==> config.mk <==
export PLATFORM = sky130hd
export DESIGN_NAME = seq_mult_hs_flat
export DESIGN_NICKNAME = d
export VERILOG_FILES = /design/src/rtl/seq_mult_hs_if.sv /design/src/rtl/seq_mult_hs.sv /design/src/flat_wrapper.sv
export SDC_FILE = /design/constraint.sdc
export NUM_CORES = 1
export LEC_CHECK = 0
export ABC_AREA = 1
export CAP_MARGIN = 15
export CORE_MARGIN = 1
export CORE_UTILIZATION = 55
export CTS_BUF_LIST = sky130_fd_sc_hd__clkbuf_8
export CTS_CLUSTER_DIAMETER = 80
export DETAILED_ROUTE_END_ITERATION = 10
export PLACE_DENSITY = 0.86
export SLEW_MARGIN = 40
export SYNTH_ARGS = -nofsm -noshare
export SYNTH_HDL_FRONTEND = slang
export SYNTH_SLANG_ARGS = --single-unit
==> constraint.sdc <==
create_clock -name clk -period 4.1 [get_ports clk]
set_input_delay 0.82 -clock clk [delete_from_list [all_inputs] [get_ports clk]]
set_output_delay 0.82 -clock clk [all_outputs]
set_load 0.05 [all_outputs]
==> src/rtl/seq_mult_hs_if.sv <==
// seq_mult_hs_if: operand/request and product/status signals of the sequential multiplier.
// Latency: none, this is wiring only. The master drives start/is_signed/a/b, and the slave returns busy/done/p.
// Backpressure: the master waits for done. A start issued while busy is dropped by the slave.
interface seq_mult_hs_if #(
    parameter int WIDTH = 8
);
    logic                 start;
    logic                 is_signed;
    logic [WIDTH-1:0]     a;
    logic [WIDTH-1:0]     b;
    logic                 busy;
    logic                 done;
    logic [2*WIDTH-1:0]   p;

    // Controller side: issues one multiply and waits for done.
    modport master (
        output start,
        output is_signed,
        output a,
        output b,
        input  busy,
        input  done,
        input  p
    );

    // Multiplier side.
    modport slave (
        input  start,
        input  is_signed,
        input  a,
        input  b,
        output busy,
        output done,
        output p
    );
endinterface

==> src/rtl/seq_mult_hs.sv <==
// seq_mult_hs: shift-add multiplier, signed/unsigned selectable per operation; optional SEQ_MULT_EARLY_EXIT_EN.
// Latency: start->done is WIDTH+1 cycles. With SEQ_MULT_EARLY_EXIT_EN, it is N+1 cycles, where N is the highest set bit of b plus 1 (at least 1).
// Backpressure: start is accepted only in IDLE/DONE. Starts seen during busy are dropped. p holds until the next done.
module seq_mult_hs #(
    parameter int WIDTH = 8,
    parameter int CTR_W = $clog2(WIDTH) + 1
) (
    input  logic          clk,
    input  logic          reset_n,
    seq_mult_hs_if.slave  mul
);

    localparam int PW = 2 * WIDTH;

    typedef enum logic [1:0] {
        S_IDLE = 2'd0,
        S_RUN  = 2'd1,
        S_DONE = 2'd2
    } state_t;

    state_t              state_q, state_d;
    logic [PW-1:0]       mcand_q, mcand_d;
    logic [WIDTH-1:0]    mplier_q, mplier_d;
    logic                signed_q, signed_d;
    logic [PW-1:0]       acc_q, acc_d;
    logic [CTR_W-1:0]    cnt_q, cnt_d;
    logic [PW-1:0]       p_q, p_d;

    logic                accept;
    logic                at_msb;
    logic                cur_bit;
    logic                last_step;
    logic [PW-1:0]       partial;
    logic [PW-1:0]       acc_step;

    // A new request is taken whenever the unit is not mid-run, including the DONE cycle (back-to-back).
    assign accept  = mul.start && (state_q != S_RUN);
    assign at_msb  = (cnt_q == CTR_W'(WIDTH - 1));
    assign cur_bit = |(mplier_q & (WIDTH'(1) << cnt_q));
    assign partial = mcand_q << cnt_q;

    // One multiplier bit per cycle. In signed mode the MSB carries weight -2^(WIDTH-1), so its partial product is subtracted.
    always_comb begin
        acc_step = acc_q;
        if (cur_bit) begin
            if (signed_q && at_msb) begin
                acc_step = acc_q - partial;
            end else begin
                acc_step = acc_q + partial;
            end
        end
    end

`ifdef SEQ_MULT_EARLY_EXIT_EN
    logic [WIDTH-1:0] mplier_rest;

    // Stop as soon as no set multiplier bits remain above the current one. A negative signed b keeps its MSB set, so it runs full length.
    always_comb begin
        mplier_rest = (mplier_q >> cnt_q) >> 1;
        last_step   = at_msb || (mplier_rest == '0);
    end
`else
    // Fixed latency: always walk every multiplier bit.
    always_comb begin
        last_step = at_msb;
    end
`endif

    // State register.
    always_ff @(posedge clk or negedge reset_n) begin
        if (!reset_n) begin
            state_q <= S_IDLE;
        end else begin
            state_q <= state_d;
        end
    end

    // Next-state logic. DONE lasts exactly one cycle, which makes done a single-cycle pulse.
    always_comb begin
        state_d = state_q;
        case (state_q)
            S_IDLE: begin
                if (mul.start) begin
                    state_d = S_RUN;
                end
            end
            S_RUN: begin
                if (last_step) begin
                    state_d = S_DONE;
                end
            end
            S_DONE: begin
                state_d = mul.start ? S_RUN : S_IDLE;
            end
            default: begin
                state_d = S_IDLE;
            end
        endcase
    end

    // Datapath next state. Operands are captured on accept, the accumulator steps in RUN, and p loads only on the final step.
    always_comb begin
        mcand_d  = mcand_q;
        mplier_d = mplier_q;
        signed_d = signed_q;
        acc_d    = acc_q;
        cnt_d    = cnt_q;
        p_d      = p_q;
        if (accept) begin
            if (mul.is_signed) begin
                mcand_d = {{WIDTH{mul.a[WIDTH-1]}}, mul.a};
            end else begin
                mcand_d = {{WIDTH{1'b0}}, mul.a};
            end
            mplier_d = mul.b;
            signed_d = mul.is_signed;
            acc_d    = '0;
            cnt_d    = '0;
        end else if (state_q == S_RUN) begin
            acc_d = acc_step;
            cnt_d = cnt_q + CTR_W'(1);
            if (last_step) begin
                p_d = acc_step;
            end
        end
    end

    // Datapath registers. Reset aborts any run in progress and clears the held product.
    always_ff @(posedge clk or negedge reset_n) begin
        if (!reset_n) begin
            mcand_q  <= '0;
            mplier_q <= '0;
            signed_q <= 1'b0;
            acc_q    <= '0;
            cnt_q    <= '0;
            p_q      <= '0;
        end else begin
            mcand_q  <= mcand_d;
            mplier_q <= mplier_d;
            signed_q <= signed_d;
            acc_q    <= acc_d;
            cnt_q    <= cnt_d;
            p_q      <= p_d;
        end
    end

    // Status and product are decoded straight from registers, so they are glitch-free.
    assign mul.busy = (state_q == S_RUN);
    assign mul.done = (state_q == S_DONE);
    assign mul.p    = p_q;

endmodule
==> src/flat_wrapper.sv <==
// flat-port wrapper written by rule: the top's interface ports become plain ports
module seq_mult_hs_flat 
#(
    parameter int WIDTH = 8,
    parameter int CTR_W = $clog2(WIDTH) + 1
)
  (clk, reset_n, mul_start, mul_is_signed, mul_a, mul_b, mul_busy, mul_done, mul_p);
  seq_mult_hs_if #(.WIDTH(WIDTH)) mul_i ();
  input  logic clk;
  input  logic reset_n;
  input wire logic [$bits(mul_i.start)-1:0] mul_start;
  input wire logic [$bits(mul_i.is_signed)-1:0] mul_is_signed;
  input wire logic [$bits(mul_i.a)-1:0] mul_a;
  input wire logic [$bits(mul_i.b)-1:0] mul_b;
  output wire logic [$bits(mul_i.busy)-1:0] mul_busy;
  output wire logic [$bits(mul_i.done)-1:0] mul_done;
  output wire logic [$bits(mul_i.p)-1:0] mul_p;
  assign mul_i.start = mul_start;
  assign mul_i.is_signed = mul_is_signed;
  assign mul_i.a = mul_a;
  assign mul_i.b = mul_b;
  assign mul_busy = mul_i.busy;
  assign mul_done = mul_i.done;
  assign mul_p = mul_i.p;
  seq_mult_hs #(.WIDTH(WIDTH), .CTR_W(CTR_W)) u_core (.clk(clk), .reset_n(reset_n), .mul(mul_i));
endmodule
After elaboration in Yosys (flattened, before gate mapping)

Cells that the tools add are included.

$add $sub $neg: 3
Eq/ne operators: 6
Shifts and indexed selects: 2
Muxes and demuxes: 11
Bitwise gates (word level): 2
Reductions and logical operators: 7

Operator list:

| kind                                                | count |
|---|---|
| 2-to-1 mux 16 bit                                   | 5 |
| adder 16 bit                                        | 1 |
| left shift 16 x 4 -> 16 bit                         | 1 |
| subtractor 16 bit                                   | 1 |
| bitwise AND 8 bit                                   | 1 |
| 2-to-1 mux 4 bit                                    | 2 |
| OR reduction 8 bit                                  | 1 |
| left shift 1 x 4 -> 8 bit, first input constant     | 1 |
| one-hot mux 2 bit (3 select lines)                  | 1 |
| adder 4 x 1 -> 4 bit, second input constant         | 1 |
| equality test 4 x 3 -> 1 bit, second input constant | 1 |
| 2-to-1 mux 2 bit                                    | 2 |
| != test 2 x 1 -> 1 bit, second input constant       | 2 |
| AND reduction 3 bit                                 | 1 |
| equality test 2 x 1 -> 1 bit, second input constant | 1 |
| equality test 2 bit, second input constant          | 1 |
| logical AND 1 bit                                   | 2 |
| zero test 2 bit                                     | 1 |
| != test 2 bit, second input constant                | 1 |
| AND reduction 2 bit                                 | 1 |
| nonzero test 2 bit                                  | 1 |
| 2-to-1 mux 1 bit                                    | 1 |
| inverter 1 bit                                      | 1 |

Register bits after elaboration: 63
Output and inout bits: 18
Logic and storage cells: 38

Depth between registers and ports, before layout

Gate-level depths: netlist of run 1.

Word-level depth: 6
Gate-level depth with buffers: 30
Gate-level depth less buffers: 30

Worst setup path before layout of run 1

Ideal clock, no wire load.

Path kind: register to register
Start: register u_core.cnt_q[0]
End: register u_core.acc_q[15]
Library setup time: 0.118 ns
Data arrival time: 3.211 ns
Data required time: 3.982 ns
Setup slack: 0.772 ns
Cell stages (with the launch flop): 28
Buffers on the path: 1
Clock period less this slack: 3.328 ns
Cell sequence: dfrtp_1 > buf_6 > nand2_1 > nand2_2 > nand3_2 > ha_1 > inv_1 > nor3_2 > nand3_1 > nor3_2 > nand3_1 > nor2_1 > nand2_1 > nand2_1 > xor2_1 > ha_1 > a21oi_1 > o21bai_1 > a21oi_1 > o21ai_0 > a31oi_1 > inv_1 > nand3_1 > nand3_1 > nand2_1 > nand2_1 > nand2_1 > nand2_1

Cells in the longest elaborated chain, start to end: 6
Elaborated cells on any way between the ends: 12
Classes of those cells: add/sub (2); eq/ne (1); shift (2); mux (4); bitwise (1); reduce/logical (2)

RTL lines:

| what                                                      | line                                 | source |
|---|---|---|
| start: declaration                                        | seq_mult_hs.sv:26                    | `logic [CTR_W-1:0] cnt_q, cnt_d;` |
| start signal: assignment                                  | seq_mult_hs.sv:142                   | `cnt_q <= cnt_d;` |
| left shift 16 x 4 -> 16 bit, or another cell as far along | seq_mult_hs.sv:40                    | `assign partial = mcand_q << cnt_q;` |
| adder 16 bit, or another cell as far along                | seq_mult_hs.sv:49                    | `acc_step = acc_q + partial;` |
| 2-to-1 mux 16 bit or OR reduction 8 bit (tied branches)   | seq_mult_hs.sv:46, seq_mult_hs.sv:39 |  |
| 2-to-1 mux 16 bit *                                       | seq_mult_hs.sv:45                    | `if (cur_bit) begin` |
| 2-to-1 mux 16 bit *                                       | seq_mult_hs.sv:119                   | `end else if (state_q == S_RUN) begin` |
| 2-to-1 mux 16 bit *                                       | seq_mult_hs.sv:109                   | `if (accept) begin` |
| end signal: assignment                                    | seq_mult_hs.sv:134                   | `acc_q <= '0;` |
| end signal: assignment                                    | seq_mult_hs.sv:141                   | `acc_q <= acc_d;` |
| end: declaration                                          | seq_mult_hs.sv:25                    | `logic [PW-1:0] acc_q, acc_d;` |

Mark *: on every way between the ends. The rest lies on a longest branch, timed or not. The select of a mux whose other input is x is not followed.
A chain may end at the register's enable or synchronous reset.

Worst setup path after layout of run 1

Start: register u_core.cnt_q[3]
End: register u_core.p_q[14], in the netlist u_core.mul.p[14]

Cells in the longest elaborated chain, start to end: 4
Elaborated cells on any way between the ends: 11
Classes of those cells: add/sub (2); eq/ne (1); shift (2); mux (2); bitwise (1); reduce/logical (3)

RTL lines:

| what                                                      | line                                 | source |
|---|---|---|
| left shift 16 x 4 -> 16 bit, or another cell as far along | seq_mult_hs.sv:40                    |  |
| adder 16 bit, or another cell as far along                | seq_mult_hs.sv:49                    |  |
| 2-to-1 mux 16 bit or OR reduction 8 bit (tied branches)   | seq_mult_hs.sv:46, seq_mult_hs.sv:39 |  |
| 2-to-1 mux 16 bit                                         | seq_mult_hs.sv:45                    |  |
| end signal: assignment                                    | seq_mult_hs.sv:143                   | `p_q <= p_d;` |
| end: declaration                                          | seq_mult_hs.sv:27                    | `logic [PW-1:0] p_q, p_d;` |

Several ways; a longest one is shown, not always the timed one.

==> metrics.md, run 1 <==
| Metric | Value |
|---|---|
| Cell Count, Final, Fillers Out | `689` |
| First DRT Iteration DRCs | `178` |
| Top post-synthesis cells by area | `dfrtp_1 (35%), nand2_1 (18%), ha_1 (6.9%), nand3_1 (6.3%), o21ai_1 (4.8%)` |
| I/O pin cnt | `38` |
| Share of the synthesized area in the top cell type | `35.1%` |
| Layout cells sized above 1 | `10.5%` |
| Area Growth Syn to Fin | `14.2%` |
| Gr ovfl total | `0` |
| Setup TNS | `0 ps` |
| Final setup fails | `0` |
| Count of input and output buffers | `37` |
| Async SR Flop Fraction | `100%` |
| CTS Buf Count | `5` |
| Final Max Slew Viols | `0` |
| Detailed-route vias per instance | `5.43` |
| Commonest cells in the netlist | `nand2_1 (189), dfrtp_1 (56), nand3_1 (50), inv_1 (46), o21ai_1 (38)` |
| Sink Count | `56` |
| Syn Area/Cell | `7.20 um2` |
| Die span in x | `87.3 um` |
| CP required | `4330 ps` |
| Primary FF master, synth | `dfrtp_1` |
| Max-cap check violation count | `0` |
| N_diodes | `0` |
| Yosys warns | `0` |
| Outcome | `finished, final reports clean` |
| Startpoint types | `register` |
| Worst Hold Class | `register to register` |
| Final Hold Viols | `0` |
| Largest area contributor in the netlist | `dfrtp_1` |
| CTS max path bufs | `2` |
| Largest net degree at the start of global routing | `30` |
| Final antenna-violating net count | `0` |
| Placeable Area | `6910 um2` |
| CP endpoint kind | `register` |
| Layout Skew | `13.5 ps` |
| Mapped Area | `4000 um2` |
| Clock transition at path regs | `100 ps` |
| Synth Net Count | `598` |
| Fin crit share | `93.4%` |
| FF+latch count, synth | `56` |
| Nets | `636` |
| Post-synthesis sequential area ratio | `35.1%` |
| Unique masters post-synth | `35` |
| WHS | `484 ps` |
| Root buf cell | `clkbuf_8` |
| Dpl ws | `351 ps` |
| Die Y | `87.3 um` |
| TritonRoute pass-1 iters | `5` |
| Post-synth EDFFs | `0` |
| Routed via count | `3741` |
| First-pass GRT wire length | `15900 um` |
| Worst-margin pin slew | `714 ps` |
| Drt total wl | `9660 um` |
| Initial Util | `57.9%` |
| DP Wirelength | `7520 um` |
| Initial antenna violation count | `0` |
| CP Data Arrival Time | `4060 ps` |
| DR WL/cell | `14.0 um` |
| Register area | `1400 um2` |
| CTS tree | `built` |
| Drt drc | `0` |
| GRT Total Usage | `26.7%` |
| Row cnt | `30` |
| H-Tree Depth | `2` |
| RD Place Congestion | `0.916` |
| Fmax | `261 MHz` |
| Die area | `7610 um2` |
| Fillers | `641` |
| Post-Place Cells | `679` |
| Clk Latency, worst-skew pair | `320 ps` |
| Setup ws final | `270 ps` |
| Post-Syn Instances | `555` |
| Count leader, synth | `nand2_1` |
| Final min period | `3830 ps` |
| Area of the multi-input gates | `2290 um2` |
| Worst Path Max Fanout | `13` |
| Vias in the first global route | `3542` |
| WS Path Type | `register to register` |
| Max_slew headroom | `52.1%` |
[state kept, by name, indices dropped and copies added, names as in the netlist]
register	count
u_core.acc_q	16
u_core.cnt_q	4
u_core.mcand_q	9
u_core.mplier_q	8
u_core.mul.p	16
u_core.signed_q	1
u_core.state_q	2
[metal layers]
| metal | up-vias | GRT usage (%) | share of wire [%] |
|---|---|---|---|
| met3 | 29 | 3.22 | 4.1 |
| li1 | 1887 | - | - |
| met1 | 1716 | 32.2 | 42 |
| met5 | - | 0 | 0 |
| met4 | 0 | 10.9 | 3.3 |
| met2 | 109 | 48.2 | 50 |
[stage by stage]
| step | utilization, % | cell area, um2 |
|---|---|---|
| 3_5_place_dp | 64.2 | 4440 |
| 6_report | 66.1 | 4570 |
| 4_1_cts | 65.6 | 4530 |
| 5_1_grt | 66.1 | 4570 |
| 3_3_place_gp | 64.2 | 4440 |
| 2_1_floorplan | - | 4000 |
[worst paths after layout]
path                                         startpoint                            to  slack, ps  cells past startpoint
setup / recovery            u_core.cnt_q[3]$_DFFE_PN0P_  u_core.mul.p[14]$_DFFE_PN0P_        270                     21
hold / removal             u_core.mul.p[12]$_DFFE_PN0P_  u_core.mul.p[12]$_DFFE_PN0P_        480                      2
setup reg to reg            u_core.cnt_q[3]$_DFFE_PN0P_  u_core.mul.p[14]$_DFFE_PN0P_        270                     21
hold reg to reg            u_core.mul.p[12]$_DFFE_PN0P_  u_core.mul.p[12]$_DFFE_PN0P_        480                      2
max in group asynchronous                       reset_n   u_core.cnt_q[0]$_DFFE_PN0P_       2750                      2
min in group asynchronous                       reset_n   u_core.mul.p[1]$_DFFE_PN0P_        530                      1
[layout make-up]
cell class	instances	area share, %
multi-input cells	427	50.2
clock inverters	1	0.192
repair buffers	49	9.98
well taps	96	2.63
flip-flops and latches	56	30.7
inverters	54	4.44
clock buffers	6	1.81
[kinds of logic after synthesis]
family	count (synthesis)	share of synthesized area, %
and+or+nand+nor	298	33.6
AOI/OAI and AO/OA	84	11.3
buffers and inverters	72	7.92
DFF	56	35.1
adders and majority gates	23	7.39
xor gates and xnor gates	22	4.82
[worst max-delay path, stage by stage, from the launching register on]
cell     delay, ps
dfrtp_1        520
buf_4          230
inv_2          200
nor2_2          90
nand3_1        100
nand2_1         70
nor2_2         190
nand2_1        110
nor2_2         130
nand2_2         70
o21ai_0        200
xor2_1         170
inv_1           60
ha_1           310
inv_1          110
nor4_1         490
nand4_1        220
nand2_1        120
nand2_1         50
nand3_1         70
o21ai_1        100
o21ai_1        150
[repair_timing]
item                                    in CTS  in global routing
hold buffers                                 0                  0
hold endpoints to repair                     0                  0
gates resized for setup                      0                  4
endpoints found under the setup margin       0                  2
buffers inserted                             0                  3
[cell usage in the layout, fill, tap and decap left out, types with 9 or more instances in the layout]
| cell type | instances |
|---|---|
| o21ai_1 | 38 |
| xor2_1 | 14 |
| nand2_1 | 189 |
| buf_4 | 12 |
| inv_1 | 46 |
| clkdlybuf4s50_1 | 36 |
| dfrtp_1 | 55 |
| nor2_1 | 13 |
| ha_1 | 22 |
| nand2_2 | 10 |
| nand3_1 | 49 |
| a21oi_1 | 15 |
| nand3_2 | 9 |
| o21ai_0 | 15 |
Power of run 1 is left out: the tool's default activity adds up to more than one toggle a clock period on the data nets, which glitch-free logic cannot reach.
==> inputs of run 2 (changes only) <==
--- a/config.mk
+++ b/config.mk
@@ -6,6 +6,7 @@
 export NUM_CORES = 1
 export LEC_CHECK = 0
 export ABC_AREA = 1
+export ABC_CLOCK_PERIOD_IN_PS = 4100
 export CAP_MARGIN = 15
 export CORE_MARGIN = 1
 export CORE_UTILIZATION = 55
==> results of run 2 <==
Same layout as run 1: the final DEF is identical, and so are final timing and power.
Power of run 2 is left out for the same reason.
==> inputs of run 3 (changes only) <==
--- a/config.mk
+++ b/config.mk
@@ -8,7 +8,8 @@
 export ABC_AREA = 1
 export ABC_CLOCK_PERIOD_IN_PS = 4100
 export CAP_MARGIN = 15
-export CORE_MARGIN = 1
+export CORE_ASPECT_RATIO = 0.75
+export CORE_MARGIN = 2
 export CORE_UTILIZATION = 55
 export CTS_BUF_LIST = sky130_fd_sc_hd__clkbuf_8
 export CTS_CLUSTER_DIAMETER = 80
==> metrics.md, run 3 (synthesis gave the netlist of run 1 again) <==
| Metric | Value |
|---|---|
| Initial Util | `57.7%` |
| Sink Count | `56` |
| Gr ovfl total | `0` |
| Largest net degree at the start of global routing | `31` |
| DR WL/cell | `14.2 um` |
| Detailed-route vias per instance | `5.52` |
| Final Max Slew Viols | `0` |
| Placeable Area | `6930 um2` |
| Row cnt | `26` |
| Commonest non-fill, non-tap cell in the layout | `nand2_1` |
| RD Place Congestion | `0.980` |
| Crit-path max cell delay | `460 ps` |
| N_diodes | `0` |
| Worst Hold Class | `register to register` |
| Setup ws final | `389 ps` |
| CP required | `4310 ps` |
| Fmax | `269 MHz` |
| Area Growth Syn to Fin | `15.1%` |
| Max-cap check violation count | `0` |
| Fin crit share | `90.5%` |
| Fin area | `4600 um2` |
| Vias in the first global route | `3674` |
| Final Hold Viols | `0` |
| CP dominant cell by count | `nand2_1` |
| Drt total wl | `9860 um` |
| Worst path top cell family by delay | `simple AND/OR/NAND/NOR gates` |
| GRT Total Usage | `26.5%` |
| CTS hold repair buffers | `0` |
| Slowest cell on crit path | `dfrtp_2` |
| Root buf cell | `clkbuf_8` |
| Worst Path Max Fanout | `6` |
| WP buf/inv | `3` |
| Startpoint types | `register` |
| Clock transition at path regs | `100 ps` |
| Most frequent cells in the layout | `nand2_1 (189), dfrtp_1 (53), nand3_1 (49)` |
| Routed via count | `3837` |
| Dpl ws | `318 ps` |
| TritonRoute pass-1 iters | `5` |
| CTS tree | `built` |
| CP endpoint kind | `register` |
| CTS max path bufs | `2` |
| Layout Skew | `8.20 ps` |
| Post-Place Cells | `682` |
| Die area | `7970 um2` |
| Outcome | `finished, final reports clean` |
| Setup TNS | `0 ps` |
| Cell Count, Final, Fillers Out | `695` |
| CP Data Arrival Time | `3930 ps` |
| Drt drc | `0` |
| First DRT Iteration DRCs | `350` |
| Worst-margin pin slew | `709 ps` |
| Clk Latency, worst-skew pair | `320 ps` |
| Count of input and output buffers | `37` |
| Max_slew headroom | `52.4%` |
| Die span in x | `102 um` |
| WS Path Type | `register to register` |
| CTS Buf Count | `5` |
| DP Wirelength | `7560 um` |
| Final setup fails | `0` |
| Placed Instance Area | `4450 um2` |
| Layout cells sized above 1 | `11.2%` |
| Final antenna-violating net count | `0` |
| Die Y | `77.8 um` |
| Nets | `639` |
| Initial antenna violation count | `0` |
| I/O pin cnt | `38` |
| First-pass GRT wire length | `16900 um` |
| Final min period | `3710 ps` |
| H-Tree Depth | `2` |
## run 3: changes by cell type in the layout (fill, tap and decap cells not counted), sizes merged
cell,delta
buf,+3
clkinv,-1
inv,+1
clkinvlp,+1
## run 3: path summary, 6_finish.rpt
kind                                                end                    startpoint  slack [ps]  depth (start not counted)
min in group asynchronous   u_core.mul.p[3]$_DFFE_PN0P_                       reset_n         510                          1
setup / recovery           u_core.mul.p[15]$_DFFE_PN0P_   u_core.cnt_q[0]$_DFFE_PN0P_         390                         26
hold / removal             u_core.mul.p[13]$_DFFE_PN0P_  u_core.mul.p[13]$_DFFE_PN0P_         490                          2
max in group asynchronous   u_core.cnt_q[3]$_DFFE_PN0P_                       reset_n        2760                          2
hold reg to reg            u_core.mul.p[13]$_DFFE_PN0P_  u_core.mul.p[13]$_DFFE_PN0P_         490                          2
setup reg to reg           u_core.mul.p[15]$_DFFE_PN0P_   u_core.cnt_q[0]$_DFFE_PN0P_         390                         26
## run 3: per-stage QoR
| step | util, % | hold WS [ps] |
|---|---|---|
| finish | 66.4 | 487 |
| detailed placement | 64.2 | 463 |
| CTS | 65.5 | 490 |
| global route | 66.4 | 519 |
| global placement | 64.2 | 460 |
| floorplan | - | 442 |
## run 3: per-layer routing
metal,wire length (um),vias to the layer above,GRT usage [%]
met3,666,11,5.77
met2,4290,134,40.6
met4,98,0,5.07
met5,0,-,0
met1,4800,1793,38.9
li1,-,1899,-
## run 3: worst min-delay path, delay by kind of cell (launching register included)
family           cells  cell delay [ps]
AND/OR/NAND/NOR      2              100
flip-flops           1              360
## run 3: what timing repair did
item	4_1_cts	5_1_grt
endpoints found under the setup margin	0	2
resized for setup	0	10
hold endpoints to repair	0	0
buffers inserted	0	5
## run 3: final cells by class
type	count	area, um2
Tap cell	98	123
Clock buffer	6	82.6
Sequential cell	56	1410
Timing Repair Buffer	52	478
Inverter	54	210
Clock inverter	2	11.3
Multi-Input combinational cell	427	2290
Fill cell	602	2330
Power of run 3 is left out for the same reason.
